<file path="config.mk">
export PLATFORM = sky130hd
export DESIGN_NAME = riscv_mem_arbiter_flat
export DESIGN_NICKNAME = d
export VERILOG_FILES = /design/src/rtl/riscv_mem_arbiter_pkg.sv /design/src/rtl/riscv_mem_arbiter_if.sv /design/src/rtl/riscv_mem_arbiter_tagq.sv /design/src/rtl/riscv_mem_arbiter.sv /design/src/flat_wrapper.sv
export SDC_FILE = /design/constraint.sdc
export NUM_CORES = 1
export LEC_CHECK = 0
export CORE_MARGIN = 3
export CORE_UTILIZATION = 25
export DETAILED_ROUTE_END_ITERATION = 16
export SYNTH_ARGS = -nofsm -noshare
export SYNTH_HDL_FRONTEND = slang
export SYNTH_HIERARCHICAL = 1
export SYNTH_SLANG_ARGS = --single-unit
</file>
<file path="constraint.sdc">
create_clock -name clk -period 5.4 [get_ports clk]
set_clock_uncertainty 0.15 [all_clocks]
set_input_delay 0.81 -clock clk [delete_from_list [all_inputs] [get_ports clk]]
set_output_delay 0.81 -clock clk [all_outputs]
set_load 0.02 [all_outputs]
</file>
<file path="src/rtl/riscv_mem_arbiter_pkg.sv">
// rtl/riscv_mem_arbiter_pkg.sv - shared message sizes, port IDs and arbiter state type
package riscv_mem_arbiter_pkg;
  localparam int VC_MEM_REQ_MSG_SZ  = 67;
  localparam int VC_MEM_RESP_MSG_SZ = 35;

  localparam logic ARB_PORT_IMEM = 1'b0;
  localparam logic ARB_PORT_DMEM = 1'b1;

  typedef enum logic {
    IDLE,
    HOLD
  } arb_state_e;
endpackage

</file>
<file path="src/rtl/riscv_mem_arbiter_if.sv">
// rtl/riscv_mem_arbiter_if.sv - val/rdy memory message channel
interface riscv_mem_arbiter_if
  import riscv_mem_arbiter_pkg::*;
#(
  parameter int p_msg_sz = VC_MEM_REQ_MSG_SZ
) ();
  logic                val;
  logic                rdy;
  logic [p_msg_sz-1:0] msg;

  modport master (output val, output msg, input rdy);
  modport slave  (input val, input msg, output rdy);
endinterface

</file>
<file path="src/rtl/riscv_mem_arbiter_tagq.sv">
// rtl/riscv_mem_arbiter_tagq.sv - in-order owner tag FIFO for outstanding requests
module riscv_mem_arbiter_tagq #(
  parameter int p_depth = 4
) (
  input  logic clk,
  input  logic reset,
  input  logic push_i,
  input  logic push_tag_i,
  input  logic pop_i,
  output logic full_o,
  output logic empty_o,
  output logic head_o
);
  localparam int AW = $clog2(p_depth);

  logic [p_depth-1:0] tags_q;
  logic [AW-1:0]      wptr_q, rptr_q;
  logic [AW:0]        cnt_q;

  always_ff @(posedge clk) begin
    if (!reset) begin
      tags_q <= '0;
      wptr_q <= '0;
      rptr_q <= '0;
      cnt_q  <= '0;
    end else begin
      if (push_i) begin
        tags_q[wptr_q] <= push_tag_i;
        wptr_q         <= wptr_q + AW'(1);
      end
      if (pop_i) rptr_q <= rptr_q + AW'(1);
      // Simultaneous push and pop leaves the occupancy unchanged.
      case ({push_i, pop_i})
        2'b10:   cnt_q <= cnt_q + (AW+1)'(1);
        2'b01:   cnt_q <= cnt_q - (AW+1)'(1);
        default: ;
      endcase
    end
  end

  assign full_o  = (cnt_q == (AW+1)'(p_depth));
  assign empty_o = (cnt_q == '0);
  assign head_o  = tags_q[rptr_q];
endmodule

</file>
<file path="src/rtl/riscv_mem_arbiter.sv">
// rtl/riscv_mem_arbiter.sv - round-robin imem/dmem arbiter onto one memory port
module riscv_mem_arbiter
  import riscv_mem_arbiter_pkg::*;
#(
  parameter int p_req_sz   = VC_MEM_REQ_MSG_SZ,
  parameter int p_resp_sz  = VC_MEM_RESP_MSG_SZ,
  parameter int p_max_outs = 4
) (
  input  logic                 clk,
  input  logic                 reset,
  riscv_mem_arbiter_if.slave   req0,
  riscv_mem_arbiter_if.slave   req1,
  riscv_mem_arbiter_if.master  resp0,
  riscv_mem_arbiter_if.master  resp1,
  riscv_mem_arbiter_if.master  memreq,
  riscv_mem_arbiter_if.slave   memresp,
  output logic [31:0]          grant_cnt0,
  output logic [31:0]          grant_cnt1,
  output logic                 err
);
  arb_state_e state_q, state_d;
  logic last_grant_q, last_grant_d;
  logic hold_grant_q, hold_grant_d;
  logic grant, grant_val, req_fire, resp_fire;
  logic full, empty, head;
  logic [p_req_sz-1:0]  req_msg;
  logic [p_resp_sz-1:0] resp_msg;
  logic [31:0] grant_cnt0_q, grant_cnt1_q;
  logic err_q;

  // A held grant is frozen; otherwise a lone requester wins and ties go to the port not granted last.
  always_comb begin
    grant = ~last_grant_q;
    if (state_q == HOLD)              grant = hold_grant_q;
    else if (req0.val && !req1.val)   grant = ARB_PORT_IMEM;
    else if (req1.val && !req0.val)   grant = ARB_PORT_DMEM;
  end

  assign grant_val  = (grant == ARB_PORT_DMEM) ? req1.val : req0.val;
  assign req_msg    = (grant == ARB_PORT_DMEM) ? req1.msg : req0.msg;
  assign memreq.msg = req_msg;
  assign memreq.val = grant_val && !full;
  assign req0.rdy   = (grant == ARB_PORT_IMEM) && memreq.rdy && !full;
  assign req1.rdy   = (grant == ARB_PORT_DMEM) && memreq.rdy && !full;
  assign req_fire   = memreq.val && memreq.rdy;

  always_comb begin
    state_d      = state_q;
    last_grant_d = last_grant_q;
    hold_grant_d = hold_grant_q;
    case (state_q)
      IDLE: if (grant_val && !req_fire) begin
        state_d      = HOLD;
        hold_grant_d = grant;
      end
      HOLD: if (req_fire) state_d = IDLE;
      default: state_d = IDLE;
    endcase
    if (req_fire) last_grant_d = grant;
  end

  assign resp_msg    = memresp.msg;
  assign resp0.msg   = resp_msg;
  assign resp1.msg   = resp_msg;
  assign resp0.val   = memresp.val && !empty && (head == ARB_PORT_IMEM);
  assign resp1.val   = memresp.val && !empty && (head == ARB_PORT_DMEM);
  assign memresp.rdy = !empty && ((head == ARB_PORT_DMEM) ? resp1.rdy : resp0.rdy);
  assign resp_fire   = memresp.val && memresp.rdy;

  always_ff @(posedge clk) begin
    if (!reset) begin
      state_q      <= IDLE;
      last_grant_q <= ARB_PORT_DMEM;
      hold_grant_q <= ARB_PORT_IMEM;
      grant_cnt0_q <= '0;
      grant_cnt1_q <= '0;
      err_q        <= 1'b0;
    end else begin
      state_q      <= state_d;
      last_grant_q <= last_grant_d;
      hold_grant_q <= hold_grant_d;
      if (req_fire && grant == ARB_PORT_IMEM) grant_cnt0_q <= grant_cnt0_q + 32'd1;
      if (req_fire && grant == ARB_PORT_DMEM) grant_cnt1_q <= grant_cnt1_q + 32'd1;
      if (memresp.val && empty)               err_q        <= 1'b1;
    end
  end

  riscv_mem_arbiter_tagq #(.p_depth(p_max_outs)) u_tagq (
    .clk        (clk),
    .reset      (reset),
    .push_i     (req_fire),
    .push_tag_i (grant),
    .pop_i      (resp_fire),
    .full_o     (full),
    .empty_o    (empty),
    .head_o     (head)
  );

  assign grant_cnt0 = grant_cnt0_q;
  assign grant_cnt1 = grant_cnt1_q;
  assign err        = err_q;
endmodule

</file>
<file path="src/flat_wrapper.sv">
// flat-port wrapper written by rule: the top's interface ports become plain ports
module riscv_mem_arbiter_flat import riscv_mem_arbiter_pkg::*;
#(
  parameter int p_req_sz   = VC_MEM_REQ_MSG_SZ,
  parameter int p_resp_sz  = VC_MEM_RESP_MSG_SZ,
  parameter int p_max_outs = 4
)
  (clk, reset, grant_cnt0, grant_cnt1, err, req0_val, req0_msg, req0_rdy, req1_val, req1_msg, req1_rdy, resp0_val, resp0_msg, resp0_rdy, resp1_val, resp1_msg, resp1_rdy, memreq_val, memreq_msg, memreq_rdy, memresp_val, memresp_msg, memresp_rdy);
  riscv_mem_arbiter_if #(.p_msg_sz((VC_MEM_REQ_MSG_SZ))) req0_i ();
  riscv_mem_arbiter_if #(.p_msg_sz((VC_MEM_REQ_MSG_SZ))) req1_i ();
  riscv_mem_arbiter_if #(.p_msg_sz((VC_MEM_RESP_MSG_SZ))) resp0_i ();
  riscv_mem_arbiter_if #(.p_msg_sz((VC_MEM_RESP_MSG_SZ))) resp1_i ();
  riscv_mem_arbiter_if #(.p_msg_sz((VC_MEM_REQ_MSG_SZ))) memreq_i ();
  riscv_mem_arbiter_if #(.p_msg_sz((VC_MEM_RESP_MSG_SZ))) memresp_i ();
  input  logic clk;
  input  logic reset;
  output logic [31:0] grant_cnt0;
  output logic [31:0] grant_cnt1;
  output logic err;
  input wire logic [$bits(req0_i.val)-1:0] req0_val;
  input wire logic [$bits(req0_i.msg)-1:0] req0_msg;
  output wire logic [$bits(req0_i.rdy)-1:0] req0_rdy;
  input wire logic [$bits(req1_i.val)-1:0] req1_val;
  input wire logic [$bits(req1_i.msg)-1:0] req1_msg;
  output wire logic [$bits(req1_i.rdy)-1:0] req1_rdy;
  output wire logic [$bits(resp0_i.val)-1:0] resp0_val;
  output wire logic [$bits(resp0_i.msg)-1:0] resp0_msg;
  input wire logic [$bits(resp0_i.rdy)-1:0] resp0_rdy;
  output wire logic [$bits(resp1_i.val)-1:0] resp1_val;
  output wire logic [$bits(resp1_i.msg)-1:0] resp1_msg;
  input wire logic [$bits(resp1_i.rdy)-1:0] resp1_rdy;
  output wire logic [$bits(memreq_i.val)-1:0] memreq_val;
  output wire logic [$bits(memreq_i.msg)-1:0] memreq_msg;
  input wire logic [$bits(memreq_i.rdy)-1:0] memreq_rdy;
  input wire logic [$bits(memresp_i.val)-1:0] memresp_val;
  input wire logic [$bits(memresp_i.msg)-1:0] memresp_msg;
  output wire logic [$bits(memresp_i.rdy)-1:0] memresp_rdy;
  assign req0_i.val = req0_val;
  assign req0_i.msg = req0_msg;
  assign req0_rdy = req0_i.rdy;
  assign req1_i.val = req1_val;
  assign req1_i.msg = req1_msg;
  assign req1_rdy = req1_i.rdy;
  assign resp0_val = resp0_i.val;
  assign resp0_msg = resp0_i.msg;
  assign resp0_i.rdy = resp0_rdy;
  assign resp1_val = resp1_i.val;
  assign resp1_msg = resp1_i.msg;
  assign resp1_i.rdy = resp1_rdy;
  assign memreq_val = memreq_i.val;
  assign memreq_msg = memreq_i.msg;
  assign memreq_i.rdy = memreq_rdy;
  assign memresp_i.val = memresp_val;
  assign memresp_i.msg = memresp_msg;
  assign memresp_rdy = memresp_i.rdy;
  riscv_mem_arbiter #(.p_req_sz(p_req_sz), .p_resp_sz(p_resp_sz), .p_max_outs(p_max_outs)) u_core (.clk(clk), .reset(reset), .req0(req0_i), .req1(req1_i), .resp0(resp0_i), .resp1(resp1_i), .memreq(memreq_i), .memresp(memresp_i), .grant_cnt0(grant_cnt0), .grant_cnt1(grant_cnt1), .err(err));
endmodule
</file>
==> results by group <==
Logic synthesis
  – Post-Syn Instances: 629
  – Yosys warns: 6
  – Asr flop ratio synth: 0
  – Primary FF master, synth: dfxtp_1
  – Top-count cell post-synth: dfxtp_1
  – Largest cells by area after synthesis: dfxtp_1, mux2_2, buf_4
  – Synth cell types: 53
  – Mapped Area: 5420 sq um
  – Avg Synthesized Cell Area: 8.62 sq um
  – #FFs+latches synth: 79
  – Syn nets: 814
  – Largest area contributor in the netlist: dfxtp_1
  – Register area share after synthesis: 0.292
  – Post-synth top cells: dfxtp_1, buf_4, mux2_2, nand2_1, a21oi_1
  – Synth top area share: 0.292
  – EDFF count, synth: 0

Clocking
  – CTS tree: built
  – PostCTS Resize Cnt: 0
  – Clock Sinks: 79
  – Postcts setup bufs: 0
  – H-Tree Depth: 3
  – CTS hold repair buffers: 0
  – CTS buffer count: 9
  – Clk slew on worst S/H paths: 0.07 ns
  – CTS root buf: clkbuf_16
  – Worst skew pair latency: 0.34 ns
  – Clock Tree Buf Depth: 2

Drt
  – Vias per inst: 4.91
  – Vias: 5408
  – Remaining routing DRC violations: 0
  – Antenna-violating nets left: 0
  – 1st-pass router iterations: 4
  – DR iter-0 viols: 349
  – Wirelength per Cell: 22.5 um
  – Routed WL: 24.8 mm

Setup path
  – Critical Path Sink Type: output port
  – Crit-path max FO: 69
  – Cell depth of the worst flop-to-flop path: 11
  – Worst endpoint data arrival time: 3.24 ns
  – Startpoint types: primary input
  – Crit Path Class: in -> out
  – Data required, critical path: 4.44 ns

GRT
  – Total GRT Usage: 0.200
  – First-pass GRT wire length: 34.3 mm
  – GR Overflow Total: 0
  – Initial antenna violation count: 5
  – Largest net degree at the start of global routing: 70
  – Vias in the first global route: 4923

Pwr
  – Gate power share: 0.318
  – Net Sw Power: 572 uW
  – Switching part of the total: 0.294
  – Clock share of power: 0.368
  – Sequential share of power: 0.314
  – Worst VDD drop: 0.000114 V
  – Power Internal: 1380 uW
  – PwrDens: 236 nW/um^2
  – LEAKAGE: 0.00276 uW

Layout
  – Share of cells above drive strength 1: 0.119
  – Nets: 1004
  – Area growth from synthesis to layout: 52.5%
  – # fillers: 2107
  – Non-Filler Instances: 1101

Timing
  – Final Hold Vio Count: 0
  – RSZ-0062 raised after global routing: false
  – Setup_tns: 0 ns
  – Fmax: 238 MHz
  – Setup violations, final: 0
  – Max-slew headroom: 0.374
  – Final period utilization: 0.778
  – Tmin final: 4.20 ns
  – Max-slew violations: 0
  – Least-Margin Pin Slew: 0.936 ns

Floorplan
  – Row cnt: 53
  – Initial Utilization: 0.256
  – Num ports: 385
  – Die H: 153 um
  – Die area: 23500 sq um
  – Die W: 153 um
  – Core box area: 21200 sq um

Hold path
  – Type of the tightest min-delay check: reg -> reg
  – Number of stages on the worst hold path: 2

Placed design
  – Routability congestion estimate: 0.849
  – Hpwl dp: 20.0 mm
  – Port bufs: 279
  – Placed cell count: 1083

Flow run
  – Max Cap Viol: 0

Outcome
  – Outcome: completed
worst max-delay path: stages:
cell and delay [ns]:
clkdlybuf4s50_1 0.51, inv_1 0.11, nor2_1 0.07, o31ai_4 0.26, buf_12 0.33, mux2_2 0.47, clkdlybuf4s50_1 0.58
placed cells by master, fill, tap and decap left out, types with 3 or more instances in the layout:
| master | instances |
|---|---|
| ha_1 | 7 |
| o31ai_1 | 21 |
| nand3_1 | 24 |
| nor2_1 | 17 |
| or3_1 | 15 |
| inv_1 | 23 |
| dfxtp_1 | 79 |
| nand2b_1 | 21 |
| nand4_1 | 17 |
| and4_1 | 8 |
| and3_1 | 4 |
| xor2_1 | 4 |
| nand2_1 | 44 |
| a21boi_0 | 4 |
| or4_1 | 21 |
| nor4_1 | 21 |
| bufinv_16 | 3 |
| nor3_1 | 5 |
| a21oi_1 | 36 |
| clkdlybuf4s50_1 | 278 |
| mux2_2 | 67 |
| xnor2_1 | 9 |
| mux2i_1 | 22 |
| clkbuf_16 | 9 |
| and2_1 | 8 |
| o21ai_0 | 16 |
logic make-up (layout without fill, tap and decap cells):
kind of cell	count (synthesis)	in the layout	share of synthesized area
simple gates	225	225	0.244
mux	90	90	0.184
flops	79	79	0.292
compound gates	88	88	0.0995
fa+ha+maj	8	8	0.0198
buf+inv	126	321	0.140
other cells	0	2	0
xor+xnor	13	13	0.0210
sequential cells by signal, indices dropped and copies added, names as in the netlist:
signal	cells
u_core/state_q	1
u_core/err	1
u_core/grant_cnt0	32
u_core/grant_cnt1	32
u_core/u_tagq/tags_q	4
u_core/last_grant_q	1
u_core/hold_grant_q	1
u_core/u_tagq/rptr_q	2
u_core/u_tagq/cnt_q	3
u_core/u_tagq/wptr_q	2
layout make-up:
type	count	area, sq um	share of cell area
multi-input cells	424	3090	0.374
diodes	2	5.00	0.000605
repair buffers	282	2820	0.341
flip-flops and latches	79	1580	0.191
inverters	23	86.3	0.0104
clock inverters	6	109	0.0132
well taps	275	344	0.0416
clock buffers	10	229	0.0277
per-stage QoR:
stage | hold slack [ns] | setup slack (ns) | instance area [sq um] | util | power, uW
3_5_place_dp | 0.310 | 1.22 | 7930 | 0.375 | 1250
6_report | 0.323 | 1.20 | 8270 | 0.391 | 1950
3_3_place_gp | 0.303 | 1.21 | 7930 | 0.375 | 1250
4_1_cts | 0.319 | 1.21 | 8260 | 0.391 | 1970
5_1_grt | 0.346 | 1.11 | 8270 | 0.391 | 2030
2_1_floorplan | 0.290 | 2.29 | 5420 | - | 994
final timing paths:
path | startpoint | to | slack (ns)
setup / recovery | req1_val | memreq_msg[52] | 1.20
hold / removal | u_core/u_tagq/tags_q[0]$_SDFFE_PN0P_ | u_core/u_tagq/tags_q[0]$_SDFFE_PN0P_ | 0.32
setup reg to reg | u_core/u_tagq/cnt_q[0]$_SDFFE_PN0P_ | u_core/u_tagq/cnt_q[2]$_SDFFE_PN0P_ | 2.35
hold reg to reg | u_core/u_tagq/tags_q[0]$_SDFFE_PN0P_ | u_core/u_tagq/tags_q[0]$_SDFFE_PN0P_ | 0.32
routing by layer:
metal,global-route usage,wire (um),vias up
met5,0,21,-
met4,0.0624,555,4
met3,0.0719,2140,23
met2,0.330,12000,225
met1,0.243,10000,2566
li1,-,-,2590
power groups by stage:
stage	combinational (uW)	clock, uW	sequential [uW]
global route	657	757	614
floorplan	370	0	624
detailed placement	621	0	624
global placement	624	0	625
CTS	627	733	612
finish	620	718	611
(Power assumes the default switching activity.)
